File: src/rtl/pong_pkg.sv
// Shared pong constants and types: match states, winner codes, score width.
// Latency: none (declarations only).
// Backpressure: not applicable.
package pong_pkg;

  localparam int SCORE_W = 4;

  // Match defaults, also read by the overlay renderer and the UART link logic
  localparam int DEF_WIN_SCORE    = 9;
  localparam int DEF_SERVE_FRAMES = 120;
  localparam int DEF_POINT_FRAMES = 60;

  typedef enum logic [2:0] {
    IDLE  = 3'd0,
    SERVE = 3'd1,
    PLAY  = 3'd2,
    POINT = 3'd3,
    OVER  = 3'd4
  } game_state_t;

  localparam logic [1:0] WIN_NONE = 2'b00;
  localparam logic [1:0] WIN_P1   = 2'b01;
  localparam logic [1:0] WIN_P2   = 2'b10;

  // Score increment that sticks at the top code instead of wrapping
  function automatic logic [SCORE_W-1:0] sat_inc(input logic [SCORE_W-1:0] s);
    return (s == {SCORE_W{1'b1}}) ? s : s + SCORE_W'(1);
  endfunction

endpackage

File: src/rtl/game_flow_ctrl_if.sv
// Bundle between the input logic / ball datapath and the match sequencer.
// Latency: none (wires only).
// Backpressure: none; all signals are pulses or levels.
interface game_flow_ctrl_if;
  import pong_pkg::*;

  logic               timing_tick;
  logic               start;
  logic               miss_left;
  logic               miss_right;
  logic               ball_run;
  logic               ball_center;
  logic               serve_dir;
  logic [SCORE_W-1:0] player1_score;
  logic [SCORE_W-1:0] player2_score;
  logic [2:0]         game_state;
  logic [1:0]         winner;

  // Controller side
  modport slave (
    input  timing_tick, start, miss_left, miss_right,
    output ball_run, ball_center, serve_dir, player1_score, player2_score,
           game_state, winner
  );

  // Environment side (input logic, ball datapath, overlay)
  modport master (
    output timing_tick, start, miss_left, miss_right,
    input  ball_run, ball_center, serve_dir, player1_score, player2_score,
           game_state, winner
  );

endinterface

File: src/rtl/game_flow_ctrl.sv
// Pong match sequencer: idle, serve countdown, rally, point pause, game over; owns scores.
// Latency: outputs registered, decoded from next state, so they move with the state register.
// Backpressure: none; misses outside PLAY and start edges outside IDLE/OVER are dropped.
module game_flow_ctrl
  import pong_pkg::*;
#(
  parameter int WIN_SCORE    = DEF_WIN_SCORE,
  parameter int SERVE_FRAMES = DEF_SERVE_FRAMES,
  parameter int POINT_FRAMES = DEF_POINT_FRAMES
) (
  input  logic             clk,
  input  logic             rst,
  game_flow_ctrl_if.slave  gf
);

  localparam int MAX_FRAMES = (SERVE_FRAMES > POINT_FRAMES) ? SERVE_FRAMES : POINT_FRAMES;
  localparam int CNT_W      = (MAX_FRAMES > 1) ? $clog2(MAX_FRAMES + 1) : 1;

  localparam logic [CNT_W-1:0]   SERVE_LAST = CNT_W'(SERVE_FRAMES - 1);
  localparam logic [CNT_W-1:0]   POINT_LAST = CNT_W'(POINT_FRAMES - 1);
  localparam logic [SCORE_W-1:0] WIN_THR    = SCORE_W'(WIN_SCORE);

  game_state_t        state_q, next_state;
  logic [CNT_W-1:0]   cnt_q;
  logic               start_q;
  logic               armed_q;
  logic               start_rise;
  logic [SCORE_W-1:0] p1_q, p1_d, p2_q, p2_d;
  logic               serve_q, serve_d;
  logic [1:0]         win_q, win_d;
  logic               run_q, center_q;

  // armed_q only sets once start has been seen low since reset, so a button
  // held through reset cannot kick off a match on its own.
  assign start_rise = gf.start & ~start_q & armed_q;

  // Next-state, score, serve direction and winner decisions
  always_comb begin
    next_state = state_q;
    p1_d       = p1_q;
    p2_d       = p2_q;
    serve_d    = serve_q;
    win_d      = win_q;
    case (state_q)
      IDLE: begin
        if (start_rise) begin
          p1_d       = '0;
          p2_d       = '0;
          win_d      = WIN_NONE;
          serve_d    = 1'b0;
          next_state = SERVE;
        end
      end
      SERVE: begin
        if (gf.timing_tick && cnt_q == SERVE_LAST) next_state = PLAY;
      end
      PLAY: begin
        if (gf.miss_left && gf.miss_right) begin
          // Ambiguous double miss: replay the point without scoring
          next_state = POINT;
        end else if (gf.miss_left) begin
          p2_d       = sat_inc(p2_q);
          serve_d    = 1'b0;
          next_state = POINT;
        end else if (gf.miss_right) begin
          p1_d       = sat_inc(p1_q);
          serve_d    = 1'b1;
          next_state = POINT;
        end
      end
      POINT: begin
        if (gf.timing_tick && cnt_q == POINT_LAST) begin
          if (p1_q >= WIN_THR) begin
            win_d      = WIN_P1;
            next_state = OVER;
          end else if (p2_q >= WIN_THR) begin
            win_d      = WIN_P2;
            next_state = OVER;
          end else begin
            next_state = SERVE;
          end
        end
      end
      OVER: begin
        if (start_rise) next_state = IDLE;
      end
      default: next_state = IDLE;
    endcase
  end

  // State, frame counter, scores and registered outputs
  always_ff @(posedge clk) begin
    if (rst) begin
      state_q  <= IDLE;
      cnt_q    <= '0;
      start_q  <= 1'b0;
      armed_q  <= 1'b0;
      p1_q     <= '0;
      p2_q     <= '0;
      serve_q  <= 1'b0;
      win_q    <= WIN_NONE;
      run_q    <= 1'b0;
      center_q <= 1'b1;
    end else begin
      state_q  <= next_state;
      start_q  <= gf.start;
      armed_q  <= armed_q | ~gf.start;
      p1_q     <= p1_d;
      p2_q     <= p2_d;
      serve_q  <= serve_d;
      win_q    <= win_d;
      run_q    <= (next_state == PLAY);
      center_q <= (next_state != PLAY);
      // A tick landing on a transition belongs to the old state, not the new one
      if (next_state != state_q) cnt_q <= '0;
      else if (gf.timing_tick)   cnt_q <= cnt_q + CNT_W'(1);
    end
  end

  assign gf.ball_run      = run_q;
  assign gf.ball_center   = center_q;
  assign gf.serve_dir     = serve_q;
  assign gf.player1_score = p1_q;
  assign gf.player2_score = p2_q;
  assign gf.game_state    = state_q;
  assign gf.winner        = win_q;

endmodule

File: src/flat_wrapper.sv
// flat-port wrapper written by rule: the top's interface ports become plain ports
module game_flow_ctrl_flat import pong_pkg::*;
#(
  parameter int WIN_SCORE    = DEF_WIN_SCORE,
  parameter int SERVE_FRAMES = DEF_SERVE_FRAMES,
  parameter int POINT_FRAMES = DEF_POINT_FRAMES
)
  (clk, rst, gf_timing_tick, gf_start, gf_miss_left, gf_miss_right, gf_ball_run, gf_ball_center, gf_serve_dir, gf_player1_score, gf_player2_score, gf_game_state, gf_winner);
  game_flow_ctrl_if gf_i ();
  input  logic clk;
  input  logic rst;
  input wire logic [$bits(gf_i.timing_tick)-1:0] gf_timing_tick;
  input wire logic [$bits(gf_i.start)-1:0] gf_start;
  input wire logic [$bits(gf_i.miss_left)-1:0] gf_miss_left;
  input wire logic [$bits(gf_i.miss_right)-1:0] gf_miss_right;
  output wire logic [$bits(gf_i.ball_run)-1:0] gf_ball_run;
  output wire logic [$bits(gf_i.ball_center)-1:0] gf_ball_center;
  output wire logic [$bits(gf_i.serve_dir)-1:0] gf_serve_dir;
  output wire logic [$bits(gf_i.player1_score)-1:0] gf_player1_score;
  output wire logic [$bits(gf_i.player2_score)-1:0] gf_player2_score;
  output wire logic [$bits(gf_i.game_state)-1:0] gf_game_state;
  output wire logic [$bits(gf_i.winner)-1:0] gf_winner;
  assign gf_i.timing_tick = gf_timing_tick;
  assign gf_i.start = gf_start;
  assign gf_i.miss_left = gf_miss_left;
  assign gf_i.miss_right = gf_miss_right;
  assign gf_ball_run = gf_i.ball_run;
  assign gf_ball_center = gf_i.ball_center;
  assign gf_serve_dir = gf_i.serve_dir;
  assign gf_player1_score = gf_i.player1_score;
  assign gf_player2_score = gf_i.player2_score;
  assign gf_game_state = gf_i.game_state;
  assign gf_winner = gf_i.winner;
  game_flow_ctrl #(.WIN_SCORE(WIN_SCORE), .SERVE_FRAMES(SERVE_FRAMES), .POINT_FRAMES(POINT_FRAMES)) u_core (.clk(clk), .rst(rst), .gf(gf_i));
endmodule
File: config.mk
export PLATFORM = sky130hd
export DESIGN_NAME = game_flow_ctrl_flat
export DESIGN_NICKNAME = d
export VERILOG_FILES = /design/src/rtl/pong_pkg.sv /design/src/rtl/game_flow_ctrl_if.sv /design/src/rtl/game_flow_ctrl.sv /design/src/flat_wrapper.sv
export SDC_FILE = /design/constraint.sdc
export NUM_CORES = 1
export LEC_CHECK = 0
export CORE_AREA = 2 2 55 57
export CTS_CLUSTER_SIZE = 16
export DETAILED_ROUTE_END_ITERATION = 10
export DIE_AREA = 0 0 57 59
export DONT_BUFFER_PORTS = 1
export PLACE_DENSITY = 0.71
export SETUP_SLACK_MARGIN = 0.5
export SKIP_CTS_REPAIR_TIMING = 1
export SYNTH_ARGS = -nofsm -noshare
export SYNTH_HDL_FRONTEND = slang
export SYNTH_SLANG_ARGS = --single-unit
File: constraint.sdc
create_clock -name clk -period 2 [get_ports clk]
set_input_delay 0.1 -clock clk [delete_from_list [all_inputs] [get_ports clk]]
set_output_delay 0.1 -clock clk [all_outputs]
set_load 0.02 [all_outputs]
==> out/results.ini, run 1 <==
[outcome]
outcome=finished, violations left
violations=negative hold slack

[finish]
nNetsFinal=176
drive_gt1_share_pct=31.5
final_common_cell=dfxtp_1
n_antenna_cell=0
layout_common_cells=16 x dfxtp_1, 14 x nor2_1, 8 x a21oi_1, 8 x xor2_1
area_growth_pct=22.9
fin_cells=193

[route]
finalWirelength_um=3140
drt-initial-drc-count=58
dr.pass1.iters=4
wire_per_inst_um=16.3
num_vias=1166
vias_per_cell=6.04
antenna_left=0
route.detailed.drc=0

[synth]
yosysTopAreaCell=dfxtp_1
synth_top_area_share_pct=38.0
synth_cell_types=42
ys_warn_count=0
synthTopCellsByArea=dfxtp_1 38%, ha_1 6.6%, xor2_1 5.3%
yosysSeqAreaShare_pct=38.0
syn_area_per_cell_um2=8.91
synth-seq-cells=25
synthesis.area_mm2=0.00132
synth.net_count=161
postSynthCellCount=148

[sta]
fmax_mhz=595
skew_ns=0.00525
fin_ws_ns=0.320
post-route-min-period_ns=1.68
rsz0062_at_grt=true
timing.hold.ws_ns=-0.0136
slew_violations=0
relSlewSlack_pct=64.6
tns_ns=0
setup_violations=0
layout_worst_path_cycle_share_pct=84.0
hold_viol=3
tightest_slew_ns=0.529

[cts]
root_buffer=clkbuf_4
clkLatencyLatePin_ns=0.32
cts_tree=yes
cts_buffers=3
cts.sinks=25
clock_path_buffers=2
clkTransAtPathRegs_ns=0.14
htree_levels=1

[global_routing]
grt_pass1_wl_um=4690
grt_max_degree=17
overflow=0
grt_usage_pct=17.9
grt_pass1_vias=1076
antenna_found_initial=0

[worst_setup_path]
end_kind=flop
required_ns=2.24
reg2reg_depth=6
crit_arrival_ns=1.92
path_class=reg2reg
crit_family=simple AND/OR/NAND/NOR gates
cpPeakStageDelay_ns=0.43
cp.depth=6
cp_slowest_cell=dfxtp_4
worst-path-max-fanout=4
worst_setup_path_start_kind=flop
critical_path_buf_inv_count=1
path_cells=inv_4, ha_4, or3b_4, a22oi_2, or3_4, a31o_1

[placed_design]
port-buffer-count=0
place_inst=176
preCtsSetupSlack_ns=0.309
gp_congestion=0.858
detailed_place_hpwl_um=2140

[job]
drv_cap=0

[die]
dieArea_mm2=0.00336
ioPinCount=22
die_h_um=59
die_w_um=57
rows=19
core_mm2=0.00271
initial_utilization_pct=48.7

[power_and_ir_drop]
p_total_w=0.000803
ir_worst_vdd_mv=0.482
powerDensity_mw_per_mm2=495
power_leakage_nw=0.603

[worst_hold_path]
whs_path_depth=3
min_path_type=in2reg

-- state kept, by name, indices dropped and copies added (netlist names) --
name	cells
u_core.gf.ball_run	1
u_core.gf.serve_dir	1
u_core.gf.ball_center	1
u_core.gf.game_state	3
u_core.cnt_q	7
u_core.gf.player1_score	4
u_core.gf.player2_score	4
u_core.start_q	1
u_core.armed_q	1
u_core.gf.winner	2
-- per-layer routing --
metal	GRT usage, %	vias to the layer above	part of all wire (%)
met5	0	-	0
met4	8.31	0	2.7
met3	5.90	9	4.8
met2	31.9	31	54
met1	19.4	559	39
li1	-	567	-
-- cells in the mapped netlist --
master,instances
a21oi_1,12
buf_2,1
clkbuf_1,1
mux2i_1,3
or3b_2,2
or2_2,1
xor2_1,8
inv_1,8
a22oi_1,1
a31o_1,1
xnor2_1,1
and2b_1,1
nand4bb_1,1
nand3_1,8
and2_2,1
nand2b_1,1
or3_1,2
or4_1,2
nor4_1,1
o21bai_1,1
nor4b_4,1
buf_6,2
o211a_1,1
a222oi_1,1
o41ai_1,1
nand4_1,7
a32o_1,1
nand2_1,7
and3b_1,1
nor3_1,2
ha_1,7
and3_1,5
nor2b_1,2
o21ai_0,6
nor3b_1,2
a311o_1,1
nand4b_1,1
nor4b_2,1
dfxtp_1,25
nand3b_1,1
or3b_1,1
nor2_1,15
-- kinds of logic after synthesis --
group,synth area share [%]
flops,38.0
simple gates,30.2
mux,2.28
buf+inv,4.65
xor+xnor,5.98
fa+ha+maj,6.64
compound gates,12.3
-- path summary, 6_finish.rpt --
kind | slack, ns | from | endpoint
worst min-delay path | -0.01 | rst | u_core.gf.player1_score[1]
worst min register to register | 0.48 | u_core.armed_q | u_core.armed_q
worst max register to register | 0.32 | u_core.gf.player1_score[1] | u_core.gf.winner[0]
worst max-delay path | 0.32 | u_core.gf.player1_score[1] | u_core.gf.winner[0]
-- per-stage QoR --
stage | hold WS (ns) | instance area (um^2) | utilization, %
2_1_floorplan | 0.165 | 1370 | -
3_3_place_gp | 0.163 | 1390 | 51.2
3_5_place_dp | 0.168 | 1390 | 51.2
4_1_cts | -0.194 | 1410 | 52.2
5_1_grt | -0.00953 | 1620 | 59.8
6_report | -0.0136 | 1620 | 59.8
-- area by class of cell --
class | count | area, um^2
multi-input combinational | 111 | 877
inverter | 8 | 37.5
tap | 31 | 38.8
sequential | 25 | 529
timing repair buffer | 14 | 110
clock inverter | 1 | 5.00
fill | 246 | 1090
clock buffer | 3 | 22.5
-- tightest hold or removal path, stage by stage --
cell,delay [ns]
nor3b_1,0.03
o21ai_1,0.08
o41ai_2,0.08
-- where the power goes --
part	internal, W	switching (W)	leakage (nW)
clock	0.0000751	0.000154	0.0177
sequential	0.000498	0.0000130	0.209
combinational	0.0000303	0.0000330	0.376
total	0.000603	0.000200	0.603
Power figures use the tool's default switching activity.
==> run 2, diff against run 1 <==
- clock period: 2 -> 1.62 ns (I/O delays scaled with it)
==> out/results.ini, run 2 (synthesis gave the netlist of run 1 again) <==
[cts]
htree_levels=1  ; unchanged
cts.sinks=25  ; unchanged
cts_buffers=3  ; unchanged
clkTransAtPathRegs_ns=0.15  ; was 0.14 ns
cts_tree=yes  ; unchanged
clock_path_buffers=2  ; unchanged
clkLatencyLatePin_ns=0.33  ; was 0.32 ns
root_buffer=clkbuf_4  ; unchanged

[global_routing]
grt_usage_pct=18.7  ; was 17.9%
overflow=0  ; unchanged
grt_pass1_vias=1115  ; was 1076
grt_max_degree=17  ; unchanged
grt_pass1_wl_um=4940  ; was 4690 um
antenna_found_initial=0  ; unchanged

[route]
drt-initial-drc-count=29  ; was 58
highest_layer=met4  ; unchanged
route.detailed.drc=0  ; unchanged
finalWirelength_um=3400  ; was 3140 um
wl_met3_um=182  ; was 150 um
wl_met2_um=1680  ; was 1690 um
met1_length_um=1470  ; was 1210 um
vias_per_cell=6.07  ; was 6.04
wire_per_inst_um=16.7  ; was 16.3 um
antenna_left=0  ; unchanged
num_vias=1233  ; was 1166
dr.pass1.iters=5  ; was 4

[sta]
hold_viol=17  ; was 3
relSlewSlack_pct=73.9  ; was 64.6%
slew_violations=0  ; unchanged
layout_worst_path_cycle_share_pct=97.1  ; was 84.0%
tightest_slew_ns=0.390  ; was 0.529 ns
tns_ns=0  ; unchanged
setup_violations=0  ; unchanged
fmax_mhz=635  ; was 595 MHz
post-route-min-period_ns=1.57  ; was 1.68 ns
rsz0062_at_grt=true  ; unchanged
timing.hold.ws_ns=-0.218  ; was -0.0136 ns
skew_ns=0.00560  ; was 0.00525 ns

[worst_setup_path]
critPathLaunch=u_core.gf.game_state[1]  ; was u_core.gf.player1_score[1]
cpPeakStageDelay_ns=0.53  ; was 0.43 ns
worst_setup_path_start_kind=flop  ; unchanged
path_class=reg2reg  ; unchanged
required_ns=1.89  ; was 2.24 ns
critical_path_buf_inv_count=0  ; was 1
crit_family=simple AND/OR/NAND/NOR gates  ; unchanged
path_cells=or3b_4, or4_1, a21oi_2  ; was inv_4, ha_4, or3b_4, a22oi_2, or3_4, a31o_1
r2r-start=u_core.gf.game_state[1]  ; was u_core.gf.player1_score[1]
r2r_slack_ns=0.05  ; was 0.32 ns
end_kind=flop  ; unchanged
r2r-end=u_core.gf.player2_score[1]  ; was u_core.gf.winner[0]
cp_slowest_cell=or4_1  ; was dfxtp_4
worst-path-max-fanout=10  ; was 4
crit_arrival_ns=1.85  ; was 1.92 ns
reg2reg_depth=3  ; was 6

[finish]
final_common_cell=buf_4  ; was dfxtp_1
n_antenna_cell=0  ; unchanged
top_register=u_core.cnt_q  ; unchanged
area_growth_pct=35.0  ; was 22.9%
fin_area_mm2=0.00178  ; was 0.00162 mm^2
fin_cells=203  ; was 193
nNetsFinal=186  ; was 176
layout_common_cells=18 x buf_4, 14 x dfxtp_1, 10 x nor2_1, 9 x a21oi_1, 9 x dfxtp_4  ; was 16 x dfxtp_1, 14 x nor2_1, 8 x a21oi_1, 8 x xor2_1
largest_reg_flops=7  ; unchanged
multi_input_area_um2=938  ; was 877 um^2
seq_area_um2=537  ; was 529 um^2
drive_gt1_share_pct=43.6  ; was 31.5%
fillCellCount=212  ; was 246

[die]
ioPinCount=22  ; unchanged
rows=19  ; unchanged
die_w_um=57  ; unchanged
initial_utilization_pct=48.7  ; unchanged
die_h_um=59  ; unchanged
core_mm2=0.00271  ; unchanged
dieArea_mm2=0.00336  ; unchanged

[outcome]
violations=negative hold slack  ; unchanged
outcome=finished, violations left  ; unchanged

[worst_hold_path]
min-delay-start=rst  ; unchanged
whs_path_depth=1  ; was 3
min_path_type=in2reg  ; unchanged
min_to=u_core.gf.game_state[2]  ; was u_core.gf.player1_score[1]

[placed_design]
place_inst=189  ; was 176
placed_cell_area_mm2=0.00150  ; was 0.00139 mm^2
port-buffer-count=0  ; unchanged
detailed_place_hpwl_um=2100  ; was 2140 um
gp_congestion=0.801  ; was 0.858

[power_and_ir_drop]
ir_worst_vdd_mv=0.484  ; was 0.482 mV
powerDensity_mw_per_mm2=569  ; was 495 mW/mm^2
power_leakage_nw=0.660  ; was 0.603 nW

[job]
drv_cap=0  ; unchanged

## run 2: final cells by class
| type | count | share of cell area (%) |
|---|---|---|
| multi-input cells | 111 | 52.7 |
| flip-flops and latches | 25 | 30.1 |
| well taps | 31 | 2.18 |
| inverters | 8 | 2.11 |
| clock buffers | 3 | 1.26 |
| repair buffers | 24 | 11.2 |
| clock inverters | 1 | 0.351 |
## run 2: metal layers
| metal | up-vias | track usage (%) |
|---|---|---|
| li1 | 585 | - |
| met2 | 40 | 31.2 |
| met1 | 600 | 23.2 |
| met5 | - | 0 |
| met4 | 0 | 9.30 |
| met3 | 8 | 3.71 |
## run 2: worst max-delay path by stage
stage                                      end  slack [ns]  cells past startpoint
finish              u_core.gf.player2_score[1]        0.05                      3
global route        u_core.gf.player1_score[2]       -0.03                      6
CTS                         u_core.gf.ball_run        0.01                      5
detailed placement       u_core.gf.ball_center        0.04                      5
global placement            u_core.gf.ball_run         0.1                      5
floorplan           u_core.gf.player2_score[1]        0.06                      4
## run 2: power breakdown
group          internal (W)   total, W  switching, W
Combinational     0.0000415  0.0000837     0.0000422
Sequential         0.000614   0.000626     0.0000126
Clock             0.0000966   0.000302      0.000206
## run 2: per-stage QoR
| step | power (W) | setup slack, ns | util [%] |
|---|---|---|---|
| floorplan | 0.000693 | 0.0578 | - |
| global placement | 0.000697 | 0.0988 | 55.3 |
| detailed placement | 0.000701 | 0.0399 | 55.3 |
| CTS | 0.00100 | 0.0131 | 56.4 |
| global route | 0.00106 | -0.0318 | 65.7 |
| finish | 0.00101 | 0.0463 | 65.7 |
